**config.mk**
```make
export PLATFORM = sky130hd
export DESIGN_NAME = me_frame_loader
export DESIGN_NICKNAME = d
export VERILOG_FILES = /design/src/rtl/me_pkg.sv /design/src/rtl/me_frame_loader.sv
export SDC_FILE = /design/constraint.sdc
export NUM_CORES = 1
export LEC_CHECK = 0
export BUFFER_PORTS_ARGS = -buffer_cell sky130_fd_sc_hd__buf_2
export CAP_MARGIN = 10
export CORE_ASPECT_RATIO = 1.75
export CORE_MARGIN = 2
export CORE_UTILIZATION = 49
export CTS_BUF_LIST = sky130_fd_sc_hd__clkbuf_2
export DETAILED_ROUTE_END_ITERATION = 7
export PLACE_DENSITY = 0.89
export SYNTH_ARGS = -nofsm -noshare
export SYNTH_HDL_FRONTEND = slang
export SYNTH_SLANG_ARGS = --single-unit
```
**constraint.sdc**
```tcl
create_clock -name in_clk -period 1.88 [get_ports in_clk]
set_input_delay 0.188 -clock in_clk [delete_from_list [all_inputs] [get_ports in_clk]]
set_output_delay 0.188 -clock in_clk [all_outputs]
set_load 0.01 [all_outputs]
```
**src/rtl/me_pkg.sv**
```systemverilog
// me_pkg: shared state encoding, memory depths and address widths for the ME frame loader
package me_pkg;

    localparam int SW_DEPTH = 961;
    localparam int RB_DEPTH = 256;
    localparam int SW_AW    = $clog2(SW_DEPTH);
    localparam int RB_AW    = $clog2(RB_DEPTH);

    typedef enum logic [2:0] {
        IDLE,
        LOAD_SW,
        LOAD_RB,
        FLUSH,
        RUN,
        RESULT
    } state_t;

endpackage

```
**src/rtl/me_frame_loader.sv**
```systemverilog
// me_frame_loader: streams SW/RB pixels into the ME core memories, runs the core and returns min SAD
module me_frame_loader
    import me_pkg::*;
#(
    parameter int DATA_WIDTH      = 8,
    parameter int SW_MEMORY_DEPTH = SW_DEPTH,
    parameter int RB_MEMORY_DEPTH = RB_DEPTH,
    parameter int MAX_DATA_WIDTH  = 16,
    parameter int TIMEOUT_CYCLES  = 4096
) (
    input  logic                               in_clk,
    input  logic                               in_rst,
    input  logic                               in_start,
    input  logic                               in_pix_valid,
    input  logic [DATA_WIDTH-1:0]              in_pix_data,
    output logic                               out_pix_ready,
    output logic                               out_sw_write_en,
    output logic [$clog2(SW_MEMORY_DEPTH)-1:0] out_sw_write_addr,
    output logic [DATA_WIDTH-1:0]              out_sw_write_data,
    output logic                               out_rb_write_en,
    output logic [$clog2(RB_MEMORY_DEPTH)-1:0] out_rb_write_addr,
    output logic [DATA_WIDTH-1:0]              out_rb_write_data,
    output logic                               out_me_enable,
    input  logic [MAX_DATA_WIDTH-1:0]          in_me_min_sad,
    input  logic                               in_me_done,
    output logic                               out_res_valid,
    input  logic                               in_res_ready,
    output logic [MAX_DATA_WIDTH-1:0]          out_res_sad,
    output logic                               out_res_timeout,
    output logic                               out_busy
);

    localparam int AW_SW = $clog2(SW_MEMORY_DEPTH);
    localparam int AW_RB = $clog2(RB_MEMORY_DEPTH);
    localparam int TW    = $clog2(TIMEOUT_CYCLES);

    state_t           state, next;
    logic [AW_SW-1:0] cnt;
    logic [TW-1:0]    tcnt;
    logic             done_q;
    logic             acc, sw_last, rb_last, done_edge, t_end;

    // Every output below decodes registered state only, so no input reaches an output combinationally.
    assign out_pix_ready = (state == LOAD_SW) || (state == LOAD_RB);
    assign out_me_enable = state == RUN;
    assign out_res_valid = state == RESULT;
    assign out_busy      = state != IDLE;

    assign acc       = in_pix_valid && out_pix_ready;
    assign sw_last   = cnt == AW_SW'(SW_MEMORY_DEPTH - 1);
    assign rb_last   = cnt == AW_SW'(RB_MEMORY_DEPTH - 1);
    assign done_edge = in_me_done && !done_q;
    assign t_end     = tcnt == TW'(TIMEOUT_CYCLES - 1);

    // State register
    always_ff @(posedge in_clk) begin
        if (!in_rst) state <= IDLE;
        else         state <= next;
    end

    // Next-state logic; a done edge and a timeout in the same RUN cycle both leave, the edge's SAD wins below
    always_comb begin
        next = state;
        case (state)
            IDLE:    next = in_start ? LOAD_SW : IDLE;
            LOAD_SW: next = (acc && sw_last) ? LOAD_RB : LOAD_SW;
            LOAD_RB: next = (acc && rb_last) ? FLUSH : LOAD_RB;
            FLUSH:   next = RUN;
            RUN:     next = (done_edge || t_end) ? RESULT : RUN;
            RESULT:  next = in_res_ready ? IDLE : RESULT;
            default: next = IDLE;
        endcase
    end

    // Pixel counter, registered write ports, timeout counter, done edge detector and result capture
    always_ff @(posedge in_clk) begin
        if (!in_rst) begin
            cnt               <= '0;
            tcnt              <= '0;
            done_q            <= 1'b0;
            out_sw_write_en   <= 1'b0;
            out_sw_write_addr <= '0;
            out_sw_write_data <= '0;
            out_rb_write_en   <= 1'b0;
            out_rb_write_addr <= '0;
            out_rb_write_data <= '0;
            out_res_sad       <= '0;
            out_res_timeout   <= 1'b0;
        end else begin
            done_q          <= in_me_done;
            out_sw_write_en <= acc && state == LOAD_SW;
            out_rb_write_en <= acc && state == LOAD_RB;
            if (acc && state == LOAD_SW) begin
                out_sw_write_addr <= cnt;
                out_sw_write_data <= in_pix_data;
            end
            if (acc && state == LOAD_RB) begin
                out_rb_write_addr <= cnt[AW_RB-1:0];
                out_rb_write_data <= in_pix_data;
            end
            if (state == IDLE)
                cnt <= '0;
            else if (acc)
                cnt <= ((state == LOAD_SW) ? sw_last : rb_last) ? '0 : cnt + 1'b1;
            tcnt <= (state == RUN) ? tcnt + 1'b1 : '0;
            if (state == RUN && done_edge) begin
                out_res_sad     <= in_me_min_sad;
                out_res_timeout <= 1'b0;
            end else if (state == RUN && t_end) begin
                out_res_sad     <= '1;
                out_res_timeout <= 1'b1;
            end
        end
    end

endmodule

```
==> impl_results.md <==
* Post-DP HPWL at roughly 5.5 mm
* Main flop type after synthesis: dfxtp_1
* Commonest cells post-synth: nand2_1 (82), dfxtp_1 (79), a21boi_0 (34)
* Total core area at 6440 um2
* Total negative slack at 0 ns
* Die area at 7230 um2
* Worst Skew at 0.0144 ns
* CTS buffer count at 9
* Fmax at about 0.55 GHz
* Final Wtd Congestion at about 0.94
* Final-stage net count at 507
* Synth top area cells: dfxtp_1 (49%), nand2_1 (9.6%), a21boi_0 (8.0%), o221a_2 (5.6%), xnor2_1 (3.3%)
* Area of the multi-input gates at 1520 um2
* Largest net degree at the start of global routing at 41
* Drt total wl at between 8 and 9 mm
* Ys async rst share at 0%
* CP required at around 2.3 ns
* GRT met3 Usage at under 10%
* Horiz. Die Dim at approximately 65 um
* Critical Path AT at 2.23 ns
* Starting density of the core at 49.7%
* Number of global-route vias before repair at a little under 3000
* Hold Fails Final Rpt at 0
* Min cycle time layout at around 1.8 ns
* Top cell type's share of synthesized area at 49.4%
* Skew-Pair Late Insertion Delay at 0.52 ns
* Count leader, synth: nand2_1
* Slowest stage cell, crit path: or4_4
* Synth area leader: dfxtp_1
* Register Area at between 1500 and 2000 um2
* Pwr per Cell Area at about 620 nW/um2
* Pin slew with the least headroom to its limit at 0.374 ns
* CP Class: reg -> reg
* Synth Instances at 353
* Met2 Use GR at between 40% and 50%
* Number of synthesized flops with an enable pin at 0
* Worst-path clk slew at 0.18 ns
* Fillers at 530
* 1st-pass router iterations at 4
* GRT Total Usage at 23.5%
* DRC Markers at 0
* Total chip power at about 2.6 mW
* Final worst slack at roughly 0.077 ns
* Hold Crit Depth at 4
* Crit path max fanout at 9
* Grt met1 use at between 20 and 30%
* Chip Height at 111 um
* Initial antenna violation count at 0
* CTS max path bufs at 2
* Grt ovf at 0
* Critical path capture point type: flip-flop
* 1st-iter DRT viols at approximately 200
* Final setup fails at 0
* GRT busiest layer: met2
* Synth warn at 0
* Outcome: completed
* Pre-CTS WS at ~0.10 ns
* Fin crit share at 95.9%
* # rows at 39
* Max-Cap Viols at 0
* Vias at 2970
* CTS tree: built
* Layout area overhead at 29.5%
* Max-slew headroom at 75.0%
* Max Slew Vio Count at 0
* WP depth at 6
* Unrepaired setup endpoints after global routing: no
* Delay-heaviest family, CP: simple AND/OR/NAND/NOR gates
* Clock sink count at 79
* Routed wire per std cell at 14.4 um
* Leakage at 1.69 nW
* Buffers on Ports at 86
* Worst path bufs/invs at 1
* Yosys reg bits at 79
* CP startpoint kind: flip-flop
* R2R depth at 6
* Non-filler cells, final at 559
* H-tree depth at 3
* Routed Antenna Nets at 0
* HP Class: in -> reg
* Placed Cells at approximately 520
* Post-synthesis sequential area ratio at 49.4%
* VDD IR max at approximately 500 uV
* Share of post-route cells with drive strength above 1 at 30.6%
* Post-synth cell types at 40
* Mapped cell area at 3200 um2
* Root Driver: clkbuf_2
* DR vias/cell at 5.31
* Diodes inserted at 0
* Syn_nets at between 300 and 400
* CP Cell Sequence: ha_1 -> nand3b_1 -> or4_4 -> o41ai_4 -> buf_6 -> nor2_1
* First-pass GRT wire length at 13.2 mm
* Worst path max stage delay at between 0.5 and 0.6 ns
* Synthesized area per cell at 9.08 um2
* I/O Pins at 87
## report_power, final
group	switching (mW)	total [mW]	internal, mW
Combinational	0.111	0.231	0.120
Sequential	0.00920	1.70	1.69
Clock	0.513	0.662	0.149
## cell usage in the layout (no fill, tap or decap), drive strengths merged, types with 7 or more instances in the layout
cell         netlist  final
buf                3    107
nand2             82     82
dfxtp             79     79
a21boi            34     34
nor2              25     25
dlygate4sd3        0     25
o221a             16     16
xnor2             13     13
clkbuf            19     10
nand3              8      8
inv                7      7
## metal layers
layer	share of wire, %	routed length [um]	vias to the layer above
li1	-	-	1457
met1	36	2940	1399
met2	55	4450	97
met3	5.2	422	17
met4	3.2	255	0
met5	0	0	-
## area by class of cell
class / instances / area share (%)
flip-flops and latches: 79 / 38.3
multi-input cells: 245 / 36.7
well taps: 82 / 2.47
repair buffers: 132 / 20.4
clock buffers: 10 / 1.21
clock inverters: 4 / 0.362
inverters: 7 / 0.633
## path summary, 6_finish.rpt
| check | from | endpoint | slack (ns) |
|---|---|---|---|
| worst min-delay path | in_rst | cnt[6]$_SDFFE_PP0N_ | 0.09 |
| worst max register to register | cnt[0]$_SDFFE_PP0N_ | cnt[8]$_SDFFE_PP0N_ | 0.08 |
| worst max-delay path | cnt[0]$_SDFFE_PP0N_ | cnt[8]$_SDFFE_PP0N_ | 0.08 |
| worst min register to register | out_sw_write_addr[2]$_SDFFE_PN0P_ | out_sw_write_addr[2]$_SDFFE_PN0P_ | 0.47 |
## tightest hold or removal path, cell delays in order
cell	delay (ns)
buf_2	0.12
o31ai_1	0.07
a41oi_1	0.07
and2_1	0.14
## state kept, by name, indices dropped and copies added (netlist names)
signal,count
cnt,10
out_sw_write_data,8
out_res_timeout,1
out_rb_write_data,8
done_q,1
tcnt,12
state,3
out_rb_write_addr,8
out_rb_write_en,1
out_res_sad,16
out_sw_write_addr,10
out_sw_write_en,1
## logic make-up after synthesis
kind of cell / after synthesis / synth area share (%)
compound gates: 70 / 18.7
xor+xnor: 17 / 4.88
fa+ha+maj: 3 / 1.17
buf+inv: 29 / 3.48
flops: 79 / 49.4
simple gates: 155 / 22.5
## per-stage QoR
stage	cell area, um2	hold slack (ns)	utilization (%)
detailed placement	3800	0.424	59.0
global route	4150	0.0249	64.4
CTS	4120	0.0561	64.0
global placement	3800	0.420	59.0
floorplan	3200	0.310	-
finish	4150	0.0909	64.4
## what timing repair did
| item | 4_1_cts | 5_1_grt |
|---|---|---|
| endpoints found under the setup margin | 1 | 14 |
| cloned | 0 | 0 |
| hold buffers | 25 | 0 |
| pin swaps | 1 | 1 |
| buffers inserted | 0 | 1 |
| endpoints found under the hold margin | 33 | 0 |
| gates resized for setup | 1 | 7 |
(Power assumes the default switching activity.)
